### config.mk
export PLATFORM = sky130hd
export DESIGN_NAME = branch_resolve_unit
export DESIGN_NICKNAME = d
export VERILOG_FILES = /design/src/rtl/bru_pkg.sv /design/src/rtl/bht_sat_table.sv /design/src/rtl/branch_resolve_unit.sv
export SDC_FILE = /design/constraint.sdc
export NUM_CORES = 1
export LEC_CHECK = 0
export CAP_MARGIN = 20
export CORE_MARGIN = 4
export CORE_UTILIZATION = 50
export DETAILED_ROUTE_END_ITERATION = 7
export GPL_TIMING_DRIVEN = 0
export PLACE_DENSITY = 0.78
export SYNTH_ARGS = -nofsm -noshare
export SYNTH_HDL_FRONTEND = slang
export SYNTH_SLANG_ARGS = --single-unit
### constraint.sdc
create_clock -name clk -period 4 [get_ports clk]
set_input_delay 0.8 -clock clk [delete_from_list [all_inputs] [get_ports clk]]
set_output_delay 0.8 -clock clk [all_outputs]
set_load 0.01 [all_outputs]
### src/rtl/bru_pkg.sv
// Shared opcodes, funct3 encodings and BHT counter type for the branch resolve unit.
package bru_pkg;

  localparam logic [6:0] OPC_BRANCH = 7'b1100011;
  localparam logic [6:0] OPC_JAL    = 7'b1101111;
  localparam logic [6:0] OPC_JALR   = 7'b1100111;

  typedef enum logic [2:0] {
    F3_BEQ  = 3'b000,
    F3_BNE  = 3'b001,
    F3_BLT  = 3'b100,
    F3_BGE  = 3'b101,
    F3_BLTU = 3'b110,
    F3_BGEU = 3'b111
  } br_funct3_e;

  typedef logic [1:0] bht_ctr_t;

  localparam bht_ctr_t BHT_RESET = 2'b01;

  // Saturating 2-bit step towards taken or not-taken.
  function automatic bht_ctr_t bht_next(input bht_ctr_t ctr, input logic taken);
    bht_ctr_t nxt;
    if (taken) begin
      nxt = (ctr == 2'b11) ? ctr : ctr + 2'b01;
    end else begin
      nxt = (ctr == 2'b00) ? ctr : ctr - 2'b01;
    end
    return nxt;
  endfunction

endpackage

### src/rtl/bht_sat_table.sv
// Array of 2-bit saturating counters with one combinational read port and one update port.
module bht_sat_table
  import bru_pkg::*;
#(
  parameter int  ENTRIES = 64,
  localparam int IDX_W   = $clog2(ENTRIES)
) (
  input  logic             clk,
  input  logic             rst_n,
  input  logic [IDX_W-1:0] rd_idx,
  output bht_ctr_t         rd_ctr,
  input  logic             upd_en,
  input  logic [IDX_W-1:0] upd_idx,
  input  logic             upd_taken
);

  bht_ctr_t ctr_r [ENTRIES];

  // Read sees the stored value only, so an update in the same cycle shows up one edge later.
  assign rd_ctr = ctr_r[rd_idx];

  // Counter storage: async reset to weakly not-taken, saturating update.
  always_ff @(posedge clk or negedge rst_n) begin
    if (!rst_n) begin
      for (int i = 0; i < ENTRIES; i++) begin
        ctr_r[i] <= BHT_RESET;
      end
    end else if (upd_en) begin
      ctr_r[upd_idx] <= bht_next(ctr_r[upd_idx], upd_taken);
    end
  end

endmodule

### src/rtl/branch_resolve_unit.sv
// EX-stage branch/jump resolution with a registered result, mispredict flag and 2-bit BHT.
// Optional macro BRU_PERF_CNT_EN adds resolved-branch and mispredict counters.
module branch_resolve_unit
  import bru_pkg::*;
#(
  parameter int XLEN        = 32,
  parameter int BHT_ENTRIES = 64
) (
  input  logic            clk,
  input  logic            rst_n,
  input  logic            ex_valid_i,
  input  logic            stall_i,
  input  logic            flush_i,
  input  logic [6:0]      opcode_i,
  input  logic [2:0]      funct3_i,
  input  logic [XLEN-1:0] src_a_i,
  input  logic [XLEN-1:0] src_b_i,
  input  logic [XLEN-1:0] pc_i,
  input  logic            pred_taken_i,
  input  logic [XLEN-1:0] fetch_pc_i,
  output logic            fetch_pred_o,
  output logic            res_valid_o,
  output logic            br_taken_o,
  output logic            mispredict_o
`ifdef BRU_PERF_CNT_EN
  ,
  output logic [31:0]     br_count_o,
  output logic [31:0]     mispredict_count_o
`endif
);

  localparam int BHT_IDX_W = $clog2(BHT_ENTRIES);

  logic [XLEN:0]          diff_s;
  logic                   eq_s;
  logic                   ltu_s;
  logic                   ovf_s;
  logic                   lt_s;
  logic                   is_branch_s;
  logic                   is_jump_s;
  logic                   taken_s;
  logic                   resolve_s;
  logic                   bht_upd_s;
  logic [BHT_IDX_W-1:0]   fetch_idx_s;
  logic [BHT_IDX_W-1:0]   ex_idx_s;
  bht_ctr_t               fetch_ctr_s;
  logic                   res_valid_r;
  logic                   br_taken_r;
  logic                   mispredict_r;
  logic                   unused_s;

  assign diff_s = {1'b0, src_a_i} - {1'b0, src_b_i};
  assign eq_s   = (diff_s[XLEN-1:0] == {XLEN{1'b0}});
  assign ltu_s  = diff_s[XLEN];
  // a-b overflows when operand signs differ and the result sign no longer matches a.
  assign ovf_s  = (src_a_i[XLEN-1] ^ src_b_i[XLEN-1]) & (diff_s[XLEN-1] ^ src_a_i[XLEN-1]);
  assign lt_s   = diff_s[XLEN-1] ^ ovf_s;

  // Decode the instruction class and pick the resolved direction.
  always_comb begin
    is_branch_s = 1'b0;
    is_jump_s   = 1'b0;
    taken_s     = 1'b0;
    if ((opcode_i == OPC_JAL) || (opcode_i == OPC_JALR)) begin
      is_jump_s = 1'b1;
      taken_s   = 1'b1;
    end else if (opcode_i == OPC_BRANCH) begin
      is_branch_s = 1'b1;
      case (funct3_i)
        F3_BEQ:  taken_s = eq_s;
        F3_BNE:  taken_s = ~eq_s;
        F3_BLT:  taken_s = lt_s;
        F3_BGE:  taken_s = ~lt_s;
        F3_BLTU: taken_s = ltu_s;
        F3_BGEU: taken_s = ~ltu_s;
        default: is_branch_s = 1'b0;
      endcase
    end else begin
      is_branch_s = 1'b0;
    end
  end

  assign resolve_s   = ex_valid_i & ~flush_i & (is_branch_s | is_jump_s);
  assign bht_upd_s   = ~stall_i & resolve_s & is_branch_s;
  assign fetch_idx_s = fetch_pc_i[BHT_IDX_W+1:2];
  assign ex_idx_s    = pc_i[BHT_IDX_W+1:2];

  bht_sat_table #(
    .ENTRIES (BHT_ENTRIES)
  ) u_bht (
    .clk       (clk),
    .rst_n     (rst_n),
    .rd_idx    (fetch_idx_s),
    .rd_ctr    (fetch_ctr_s),
    .upd_en    (bht_upd_s),
    .upd_idx   (ex_idx_s),
    .upd_taken (taken_s)
  );

  assign fetch_pred_o = fetch_ctr_s[1];

  // Result registers; stall freezes them, which also masks any flush in that cycle.
  always_ff @(posedge clk or negedge rst_n) begin
    if (!rst_n) begin
      res_valid_r  <= 1'b0;
      br_taken_r   <= 1'b0;
      mispredict_r <= 1'b0;
    end else if (!stall_i) begin
      res_valid_r  <= resolve_s;
      br_taken_r   <= resolve_s & taken_s;
      mispredict_r <= resolve_s & (taken_s ^ pred_taken_i);
    end
  end

  assign res_valid_o  = res_valid_r;
  assign br_taken_o   = br_taken_r;
  assign mispredict_o = mispredict_r;

`ifdef BRU_PERF_CNT_EN
  logic [31:0] br_count_r;
  logic [31:0] mispredict_count_r;

  // Event counters, wrapping naturally at 32 bits.
  always_ff @(posedge clk or negedge rst_n) begin
    if (!rst_n) begin
      br_count_r         <= 32'd0;
      mispredict_count_r <= 32'd0;
    end else if (!stall_i && resolve_s) begin
      br_count_r <= br_count_r + 32'd1;
      if (taken_s ^ pred_taken_i) begin
        mispredict_count_r <= mispredict_count_r + 32'd1;
      end
    end
  end

  assign br_count_o         = br_count_r;
  assign mispredict_count_o = mispredict_count_r;
`endif

  // Index bits outside the BHT window and the counter LSB are intentionally ignored.
  assign unused_s = ^{pc_i[XLEN-1:BHT_IDX_W+2], pc_i[1:0],
                      fetch_pc_i[XLEN-1:BHT_IDX_W+2], fetch_pc_i[1:0], fetch_ctr_s[0]};

endmodule

==> impl_metrics.tcl, run 1 <==
set metrics [dict create \
    yosysSeqAreaShare_pct 35.9 \
    start_util_pct 51.5 \
    synth_area_um2 9340 \
    wl_per_cell_um 23.3 \
    hold_class "primary input to async pin" \
    grt_pass1_wl_mm 52.4 \
    power.leakage_nw 5.06 \
    antenna_found_initial 0 \
    p_comb_share_pct 26.8 \
    cp.required_ns 4.35 \
    clkPwrFrac_pct 40.7 \
    grt_pass1_vias 9594 \
    cellPowerDensity_nw_per_um2 318 \
    layout.nets 1429 \
    drt_iter0_drc 1257 \
    syn-instance-count 1079 \
    max_cap_violations 0 \
    rows 49 \
    ys_seq_elements 131 \
    grt_max_degree 77 \
    dr.pass1.iters 6 \
    p_sw_share_pct 29.6 \
    io-pin-count 148 \
    grtUsageTotal_pct 32.7 \
    place_congestion 1.04 \
    die-area_um2 20900 \
    num_vias 9871 \
    ir_drop_mv 0.220 \
    fill_cells 1308 \
    layout_setup_ws_ns -1.78 \
    netlist_top_cells_area "dfstp_2 (18%), dfrtp_1 (18%), nand2_1 (11%), mux4_2 (8.0%), o21ai_0 (5.1%)" \
    endpoint_kind "flip-flop" \
    synth-main-ff-cell "dfrtp_1" \
    syn-num-nets 1257 \
    post-dp-hpwl_mm 22.5 \
    path_clk_slew_ns 0.06 \
    fin_crit_sh_pct 145 \
    fin_crit_ns 5.78 \
    core-area_um2 18100 \
    fp.dieH_um 145 \
    htreeDepth 4 \
    finalPower_mw 4.08 \
    yosysWarnings 0 \
    top_usage_layer "met2" \
    area_growth_pct 37.6 \
    grt_overflow_total 0 \
    grt_setup_unrepaired "true" \
    post_drt_via_cell_ratio 6.61 \
    die_w_um 145 \
    outcome "complete, but fails checks" \
    cts_buffers 17 \
    synth_top_cell_area_share_pct 18.0 \
    async_flop_share_pct 100 \
    yosysUniqueCellTypes 70 \
    p_switching_mw 1.21 \
    hold_viol 0 \
    insertion_delay_ns 0.43 \
    root_buffer "clkbuf_16" \
    timing.setup.tns_ns -215.68 \
    slew_viol_final 0 \
    tritoncts "built" \
    fmax_mhz 173 \
    clock-sinks 131 \
    worst_pin_slew_ns 1.10 \
    crit_type "primary input to flip-flop" \
    yosysTopAreaCell "dfstp_2" \
    violations "negative setup slack" \
    io_buffers 91 \
    arrival_ns 6.13 \
    grt_use_met3_pct 11.0 \
    use_met1_pct 42.4 \
    antenna_left 0 \
    seqPwrFrac_pct 32.6 \
    intPower_mw 2.88 \
    slowest_stage "fa_1" \
    cts_buffer_depth 2 \
    drive_gt1_share_pct 35.8 \
    slew_headroom_pct 26.3 \
    grtUsageMet2_pct 50.3 \
    syn_area_per_cell_um2 8.66 \
    rr_worst_depth 14 \
    wirelength_mm 34.8 \
    setup_violations 130 \
    cp_max_fo 6 \
    critPathLaunchType "primary input" \
    holdWs_ns 0.407 \
    synth_edf_count 0 \
    route.detailed.drc 0 \
    critPathMaxStageDelay_ns 0.50 \
    skew_ns 0.0117 \
]
synthesized netlist by cell type (5+ instances only):
| cell | count |
|---|---|
| o21ai_0 | 95 |
| ha_1 | 32 |
| a221oi_1 | 15 |
| nand2b_1 | 9 |
| o21ai_2 | 51 |
| clkbuf_1 | 41 |
| nand2_1 | 264 |
| buf_6 | 9 |
| a211oi_1 | 7 |
| mux2_2 | 12 |
| a31oi_1 | 11 |
| nand3_1 | 8 |
| o211ai_1 | 7 |
| dfrtp_1 | 67 |
| buf_1 | 9 |
| nor3b_1 | 6 |
| mux2i_1 | 15 |
| o21ai_1 | 13 |
| nor3_1 | 15 |
| mux4_2 | 33 |
| nor2b_1 | 9 |
| inv_1 | 53 |
| a22oi_1 | 12 |
| o21bai_1 | 5 |
| nand4_1 | 10 |
| nor2_1 | 52 |
| o31ai_1 | 6 |
| xnor2_1 | 10 |
| dfstp_2 | 64 |
| a21oi_1 | 58 |
power by group through the flow:
stage                     logic (mW)  clock network, mW  registers, mW
final                           1.09               1.66           1.33
after global routing            1.14               1.72           1.33
after CTS                      0.972               1.64           1.33
after detailed placement       0.763                  0           1.35
after global placement         0.749                  0           1.35
after floorplan                0.472                  0           1.35
sequential cells by signal (all words and copies together), names as in the netlist:
name,count
u_bht.ctr_r,128
mispredict_o,1
br_taken_o,1
res_valid_o,1
stage by stage:
| step | cells | util, % | cell area [um^2] | setup WS (ns) |
|---|---|---|---|---|
| after floorplan | 1079 | - | 9600 | -1.29 |
| after global placement | 1399 | 59.5 | 10800 | -3.16 |
| after detailed placement | 1400 | 59.7 | 10800 | -3.22 |
| after CTS | 1481 | 68.9 | 12500 | -1.89 |
| after global routing | 1493 | 70.8 | 12900 | -1.88 |
| final | 1494 | 70.8 | 12900 | -1.78 |
cell type report:
type,instances,area [um^2],share of cell area (%)
buffer,41,272,2.11
inverter,53,214,1.66
multi-input combinational,836,6380,49.7
sequential,131,3360,26.1
clock inverter,10,156,1.22
timing repair buffer,171,1730,13.4
antenna,1,2.50,0.0195
tap,229,287,2.23
clock buffer,22,454,3.53
layout by cell type, fill, tap and decap left out, types with 8 or more instances in the layout:
cell type,n
inv_2,14
buf_4,51
buf_6,18
xnor2_1,9
o21ai_0,24
o21ai_4,8
nor2b_1,8
buf_12,12
a22oi_1,12
clkbuf_2,11
a21oi_1,46
nor2_1,50
o21ai_1,26
a221oi_1,14
dfrtp_1,67
clkbuf_1,25
a21oi_2,11
clkdlybuf4s50_1,56
dfstp_2,64
o21ai_2,101
mux4_2,33
buf_2,8
ha_4,26
mux2i_1,15
nand2b_1,9
a31oi_1,8
nor3_1,14
mux2_2,12
nand2_1,256
inv_1,35
buf_1,8
nand4_1,10
clkbuf_16,18
clkdlybuf4s15_1,8
critical path, delay by kind of cell:
family | cells | cell delay (ns)
AOI/OAI and AO/OA | 14 | 2.51
xor gates and xnor gates | 1 | 0.14
adders and majority gates | 2 | 0.74
buffers and inverters | 6 | 0.76
and+or+nand+nor | 8 | 1.17
routing by layer:
metal | part of all wire, % | wire length [um]
met4 | 5.5 | 1910
met5 | 0 | 0
met3 | 12 | 4040
met1 | 38 | 13300
met2 | 45 | 15600
kinds of logic (layout without fill, tap and decap cells):
kind of cell    after synthesis  after routing  synth area share (%)
other cells                   0              1                     0
simple gates                402            403                  18.4
xor+xnor                     13             13                  1.22
mux                          60             60                  11.0
buf+inv                     113            297                  5.28
compound gates              326            326                  23.4
flops                       131            131                  35.9
fa+ha+maj                    34             34                  4.71
timing repair:
item | CTS | global route
endpoints found under the setup margin | 131 | 131
buffers inserted | 54 | 26
resized for setup | 222 | 108
hold buffers | 0 | 0
pin swaps | 71 | 69
cloned | 6 | 1
path summary, 6_finish.rpt:
kind,slack [ns],end,start
worst max-delay path,-1.78,u_bht.ctr_r[74],src_b_i[1]
min in group clk,0.46,u_bht.ctr_r[118],u_bht.ctr_r[118]
max in group asynchronous,2.80,u_bht.ctr_r[18],rst_n
worst min register to register,0.46,u_bht.ctr_r[118],u_bht.ctr_r[118]
worst min-delay path,0.41,u_bht.ctr_r[89],rst_n
worst max register to register,0.50,u_bht.ctr_r[74],u_bht.ctr_r[60]
Power figures use the tool's default switching activity.
==> run 2: changes to the inputs <==
--- a/config.mk
+++ b/config.mk
@@ -10,7 +10,9 @@
 export CORE_UTILIZATION = 50
 export DETAILED_ROUTE_END_ITERATION = 7
 export GPL_TIMING_DRIVEN = 0
-export PLACE_DENSITY = 0.78
+export HOLD_SLACK_MARGIN = 0.03
+export PLACE_DENSITY = 0.76
+export REMOVE_ABC_BUFFERS = 1
 export SYNTH_ARGS = -nofsm -noshare
 export SYNTH_HDL_FRONTEND = slang
 export SYNTH_SLANG_ARGS = --single-unit
==> impl_metrics.tcl, run 2 (synthesized netlist as in run 1, its figures left out) <==
set metrics [dict create \
    numPlacedInstances 1354 \
    slew_viol_final 0 \
    cts_buffers 17 \
    die_w_um 145 \
    hold_viol 0 \
    regArea_um2 3360 \
    intPower_mw 2.68 \
    worst_pin_slew_ns 1.21 \
    max_cap_violations 0 \
    clkPwrFrac_pct 40.2 \
    power.leakage_nw 5.04 \
    root_buffer "clkbuf_16" \
    fin_crit_ns 5.66 \
    insertion_delay_ns 0.44 \
    post_drt_via_cell_ratio 6.52 \
    dr.pass1.iters 6 \
    post-dp-hpwl_mm 19.5 \
    ir_drop_mv 0.203 \
    core-area_um2 18100 \
    hold_class "primary input to async pin" \
    fp.dieH_um 145 \
    violations "negative setup slack" \
    cp_max_fo 12 \
    skew_ns 0.0108 \
    p_comb_share_pct 25.4 \
    endpoint_kind "flip-flop" \
    fill_cells 1280 \
    rows 49 \
    setup_violations 130 \
    num_vias 9401 \
    antenna_left 0 \
    top_register "u_bht.ctr_r" \
    fmax_mhz 177 \
    fin_crit_sh_pct 141 \
    layout.cells.most_common "nand2_1" \
    grt_overflow_total 0 \
    start_util_pct 51.5 \
    io_buffers 95 \
    cellPowerDensity_nw_per_um2 310 \
    place_congestion 0.942 \
    tritoncts "built" \
    wirelength_mm 31.6 \
    layout.nets 1377 \
    grt_max_degree 96 \
    grt_pass1_vias 8837 \
    grtUsageTotal_pct 28.4 \
    antenna_found_initial 0 \
    final_cell_mix "nand2_1 (257), o21ai_2 (98), dfrtp_1 (67)" \
    area_growth_pct 33.5 \
    htreeDepth 4 \
    clock-sinks 131 \
    path_clk_slew_ns 0.06 \
    layout_setup_ws_ns -1.66 \
    arrival_ns 5.99 \
    crit_type "primary input to flip-flop" \
    wl_per_cell_um 21.9 \
    cts_buffer_depth 2 \
    seqPwrFrac_pct 34.4 \
    slew_headroom_pct 19.4 \
    route.detailed.drc 0 \
    grt_pass1_wl_mm 46.5 \
    die-area_um2 20900 \
    largest_register_ffs 128 \
    cp.required_ns 4.34 \
    p_sw_share_pct 30.6 \
    critPathLaunchType "primary input" \
    stdcell_count 1441 \
    multi_input_area_um2 6330 \
    finalPower_mw 3.86 \
    p_switching_mw 1.18 \
    outcome "complete, but fails checks" \
    grt_setup_unrepaired "true" \
    n_antenna_cell 0 \
    io-pin-count 148 \
    drive_gt1_share_pct 33.2 \
    cts_hold_buffers 0 \
    drt_iter0_drc 1136 \
]
-- run 2: cell type report --
cell class	instances	area share, %
Inverter	53	1.61
Clock inverter	13	1.09
Timing Repair Buffer	158	13.8
Multi-Input combinational cell	838	50.7
Sequential cell	131	26.9
Clock buffer	19	3.55
Tap cell	229	2.30
-- run 2: stage by stage --
stage	hold WS (ns)	setup slack [ns]	setup TNS (ns)	cell area [um^2]	utilization [%]
detailed placement	0.455	-3.88	-470.57	10500	57.7
floorplan	0.440	-2.86	-303.76	9050	-
finish	0.257	-1.66	-203.88	12500	68.7
global route	0.277	-1.95	-244.84	12500	68.7
global placement	0.450	-5.18	-861.96	10300	56.7
CTS	0.272	-1.85	-231.33	11500	63.5
-- run 2: worst max-delay path, stage by stage --
cell and delay [ns]:
buf_8 0.08, inv_4 0.03, ha_4 0.24, nor2b_4 0.14, o31a_1 0.23, a21oi_4 0.10, o31ai_4 0.32, a2111oi_4 0.12
nor3_2 0.26, nand2_1 0.11, nand2_2 0.08, a21oi_2 0.05, o21bai_1 0.19, a21oi_1 0.11, fa_1 0.51, nand3_2 0.09
a221oi_2 0.21, o2111ai_2 0.16, a2111oi_2 0.33, nand4b_1 0.16, nor4_2 0.15, nand4b_1 0.20, a2111oi_4 0.29, xnor2_2 0.18
o211ai_4 0.28, buf_12 0.17, nand2_4 0.16, o21ai_1 0.26
-- run 2: repair_timing --
item,CTS,global route
pin swaps,21,74
setup buffers,13,35
gates cloned,3,4
gates resized for setup,111,197
endpoints found under the setup margin,131,131
-- run 2: routing by layer --
| metal | GRT usage [%] | wire, um | up-vias |
|---|---|---|---|
| met2 | 44.4 | 14600 | 648 |
| met3 | 7.07 | 3440 | 118 |
| met1 | 38.1 | 12200 | 4480 |
| met5 | 0 | 0 | - |
| li1 | - | - | 4155 |
| met4 | 11.4 | 1320 | 0 |
-- run 2: path summary, 6_finish.rpt --
kind / start / to / slack [ns] / cells after the start
max: src_b_i[1] / u_bht.ctr_r[51] / -1.66 / 28
max reg2reg: u_bht.ctr_r[68] / u_bht.ctr_r[108] / 0.54 / 9
min in group clk: u_bht.ctr_r[112] / u_bht.ctr_r[112] / 0.46 / 2
max in group asynchronous: rst_n / u_bht.ctr_r[100] / 2.94 / 2
min: rst_n / u_bht.ctr_r[71] / 0.26 / 1
min reg2reg: u_bht.ctr_r[112] / u_bht.ctr_r[112] / 0.46 / 2
-- run 2: power groups by stage --
stage / Sequential, mW / Clock (mW) / Combinational, mW
3_3_place_gp: 1.35 / 0 / 0.659
3_5_place_dp: 1.35 / 0 / 0.686
4_1_cts: 1.33 / 1.54 / 0.789
6_report: 1.33 / 1.55 / 0.980
5_1_grt: 1.33 / 1.61 / 1.04
2_1_floorplan: 1.35 / 0 / 0.374
==> run 3: changes to the inputs <==
--- a/config.mk
+++ b/config.mk
@@ -9,7 +9,6 @@
 export CORE_MARGIN = 4
 export CORE_UTILIZATION = 50
 export DETAILED_ROUTE_END_ITERATION = 7
-export GPL_TIMING_DRIVEN = 0
 export HOLD_SLACK_MARGIN = 0.03
 export PLACE_DENSITY = 0.76
 export REMOVE_ABC_BUFFERS = 1
==> impl_metrics.tcl, run 3 (synthesized netlist as in run 1, its figures left out) <==
set metrics [dict create \
    route.detailed.drc 0 \
    layout.cells.most_common "nand2_1" \
    grt_setup_unrepaired "true" \
    cts_buffer_depth 2 \
    rows 49 \
    start_util_pct 51.5 \
    grt_pass1_vias 9833 \
    path_buf_inv 4 \
    final_cell_mix "nand2_1 (259), buf_4 (167), o21ai_2 (114)" \
    skew_ns 0.00765 \
    final_util_pct 75.0 \
    fill_cells 1190 \
    cp_max_fo 6 \
    fin_crit_ns 5.50 \
    cts_buffers 17 \
    wirelength_mm 36.0 \
    cellPowerDensity_nw_per_um2 298 \
    hold_viol 0 \
    die_w_um 145 \
    area_growth_pct 45.6 \
    setup_violations 130 \
    slew_headroom_pct 36.9 \
    crit_type "primary input to flip-flop" \
    max_cap_violations 0 \
    grt_pass1_wl_mm 51.1 \
    cp.required_ns 4.32 \
    io-pin-count 148 \
    cp_top_family "compound AO/OA/AOI/OAI gates" \
    outcome "complete, but fails checks" \
    tritoncts "built" \
    power.leakage_nw 5.58 \
    slew_viol_final 0 \
    path_clk_slew_ns 0.06 \
    dr.pass1.iters 6 \
    layout_setup_ws_ns -1.50 \
    violations "negative setup slack" \
    grt_overflow_total 0 \
    clock-sinks 131 \
    drive_gt1_share_pct 43.3 \
    htreeDepth 4 \
    holdWs_ns 0.461 \
    fin_crit_sh_pct 137 \
    arrival_ns 5.82 \
    die-area_um2 20900 \
    hold_class "flip-flop to flip-flop" \
    fmax_mhz 182 \
    place_congestion 0.919 \
    largest_register_ffs 128 \
    grt_max_degree 75 \
    n_antenna_cell 0 \
    stdcell_count 1577 \
    antenna_found_initial 0 \
    post_drt_via_cell_ratio 6.44 \
    insertion_delay_ns 0.43 \
    antenna_left 0 \
    grtUsageTotal_pct 31.2 \
    core-area_um2 18100 \
    layout.nets 1513 \
    fp.dieH_um 145 \
    endpoint_kind "flip-flop" \
    numPlacedInstances 1517 \
    worst_pin_slew_ns 0.946 \
    critPathMaxStageDelay_ns 0.51 \
    root_buffer "clkbuf_16" \
    drt_iter0_drc 1324 \
    critPathLaunchType "primary input" \
    io_buffers 95 \
    slowest_stage "fa_1" \
    post-dp-hpwl_mm 22.1 \
    ir_drop_mv 0.269 \
    wl_per_cell_um 22.8 \
    num_vias 10200 \
    top_register "u_bht.ctr_r" \
]
[run 3: worst paths after layout]
check                                     start                to  slack (ns)  depth (start not counted)
max in group asynchronous                 rst_n  u_bht.ctr_r[106]        2.60                          2
min in group asynchronous                 rst_n   u_bht.ctr_r[69]        0.52                          1
worst min-delay path            u_bht.ctr_r[72]   u_bht.ctr_r[72]        0.46                          2
worst max-delay path                 src_a_i[3]   u_bht.ctr_r[45]       -1.50                         29
worst max register to register   u_bht.ctr_r[9]   u_bht.ctr_r[45]        0.69                         15
worst min register to register  u_bht.ctr_r[72]   u_bht.ctr_r[72]        0.46                          2
[run 3: worst min-delay path, cell delays in order, from the launching register on]
cell	delay, ns
dfstp_2	0.36
nand2_1	0.04
o21ai_1	0.05
[run 3: stage by stage]
| step | area (um^2) | TNS, ns | power (mW) | setup WS [ns] |
|---|---|---|---|---|
| finish | 13600 | -179.77 | 4.05 | -1.50 |
| global placement | 11700 | -302.91 | 2.21 | -2.39 |
| CTS | 13000 | -169.17 | 3.87 | -1.39 |
| floorplan | 9050 | -303.76 | 1.73 | -2.86 |
| global route | 13600 | -237.01 | 4.17 | -1.93 |
| detailed placement | 11700 | -319.64 | 2.22 | -2.56 |
[run 3: layer usage]
layer	vias up	global-route usage (%)	part of all wire [%]
met5	-	0	0
met4	0	10.6	5.6
met3	200	8.05	11
met2	758	50.7	46
met1	4792	40.7	38
li1	4401	-	-
[run 3: where the power goes]
part | switching (mW) | total, mW | internal [mW]
clock | 0.629 | 1.58 | 0.949
sequential | 0.000417 | 1.33 | 1.33
combinational | 0.604 | 1.15 | 0.542
[run 3: layout make-up]
type                            instances  area, um^2  share of cell area (%)
Inverter                               53         201                    1.48
Clock inverter                         12         131                   0.966
Tap cell                              229         287                    2.11
Multi-Input combinational cell        835        6380                    46.9
Clock buffer                           20         457                    3.36
Timing Repair Buffer                  297        2790                    20.5
Sequential cell                       131        3360                    24.7
[run 3: repair_timing]
action,CTS,global route
gates cloned,2,11
setup endpoints to repair,131,130
pin swaps,80,42
setup buffers,9,8
hold endpoints to repair,0,0
resized for setup,300,83
hold buffers,0,0
==> RTL edit, RTL diff (settings of run 2) <==
Change the parameter `XLEN` from 32 to 40.
--- a/src/rtl/branch_resolve_unit.sv
+++ b/src/rtl/branch_resolve_unit.sv
@@ -4,5 +4,5 @@
   import bru_pkg::*;
 #(
-  parameter int XLEN        = 32,
+  parameter int XLEN        = 40,
   parameter int BHT_ENTRIES = 64
 ) (
Ports: changed (resized fetch_pc_i, pc_i, src_a_i and src_b_i); port bits go from 148 to 180. The function was not compared with the original's and may differ.
==> RTL edit against run 2 <==
The flow still finishes with violations (setup timing); largest cell class unchanged; sequential power is essentially flat; register-to-register slack gained 20 ps; synthesized area grew 25%; routed wire length grew 36%; sequential cell count is the same; total power grew 8.2%; first-iteration DRC count grew 50%; count of clock-buffer cells in the layout shrank 2; utilization is essentially flat; cell area grew 26%; setup slack gained 30 ps; clock power grew 6%; global-route usage grew 2.6 points.
==> RTL edit: results <==
{
  "synth_area_leaders": "dfstp_2 14%, dfrtp_1 14%, o221ai_1 9.1%",
  "gp_congestion": 0.9272,
  "synth.avg_cell_area_um2": 8.061,
  "setup_viol": 130,
  "grt.total_usage_pct": 30.96,
  "ys_types": 72,
  "pre_cts_ws_ps": -3800,
  "r2r_end": "u_bht.ctr_r[114]",
  "max-vdd-ir-drop_uv": 219.5,
  "p_sw_mw": 1.374,
  "r2r_cells": 11,
  "critPathCapture": "u_bht.ctr_r[45]",
  "tightest_slew_ps": 1071,
  "dp.cells": 1763,
  "final.setup.worst_slack_ps": -1627,
  "swShare_pct": 32.88,
  "yosysSeqAreaShare_pct": 28.85,
  "drive_gt1_share_pct": 26.69,
  "stdcell_count": 1879,
  "leakage_nw": 6.402,
  "vias_per_cell": 6.987,
  "regToRegStartpoint": "u_bht.ctr_r[127]",
  "portBuffers": 111,
  "clockPowerShare_pct": 39.5,
  "grt_pass1_vias": 12450,
  "whs_ps": 272.0,
  "synth_xor_area_share_pct": 1.731,
  "synth_fa_ha_area_share_pct": 4.644,
  "violations": "setup timing",
  "first_iter_violations": 1703,
  "antenna_found_initial": 1,
  "placed_cell_area_um2": 13120,
  "r2r_setup_slack_ps": 560,
  "status": "complete, but fails checks",
  "yosys-top-cells-count": "198 x nand2_1, 121 x nor2_1, 121 x o221ai_1",
  "muxShareOfSynthArea_pct": 4.332,
  "fin_skew_ps": 10.77,
  "setup_tns_ps": -200380,
  "finalWirelength_mm": 42.85
}
==> RTL edit: cell type report <==
type                    instances  area share [%]
clock inverters                15           1.143
repair buffers                223           16.23
clock buffers                  17           2.717
multi-input cells            1130           54.73
flip-flops and latches        131           21.45
inverters                      50           1.231
well taps                     313           2.501
==> RTL edit: what timing repair did <==
action	in CTS	in global routing
cloned	4	4
hold endpoints to repair	0	0
resized for setup	254	42
pin swaps	104	71
setup buffers	64	11
setup endpoints to repair	131	130
==> RTL edit: per-layer routing <==
layer | part of all wire [%] | vias to the layer above | global-route usage [%]
met1 | 40 | 6251 | 42.26
met5 | 0.021 | - | 0
met3 | 12 | 182 | 7.467
met4 | 3.9 | 2 | 11.62
li1 | - | 5732 | -
met2 | 45 | 961 | 47.89
==> RTL edit: kinds of logic after synthesis <==
family,after synthesis
simple gates,549
compound gates,492
buf+inv,183
flops,131
fa+ha+maj,42
mux,24
xor+xnor,23
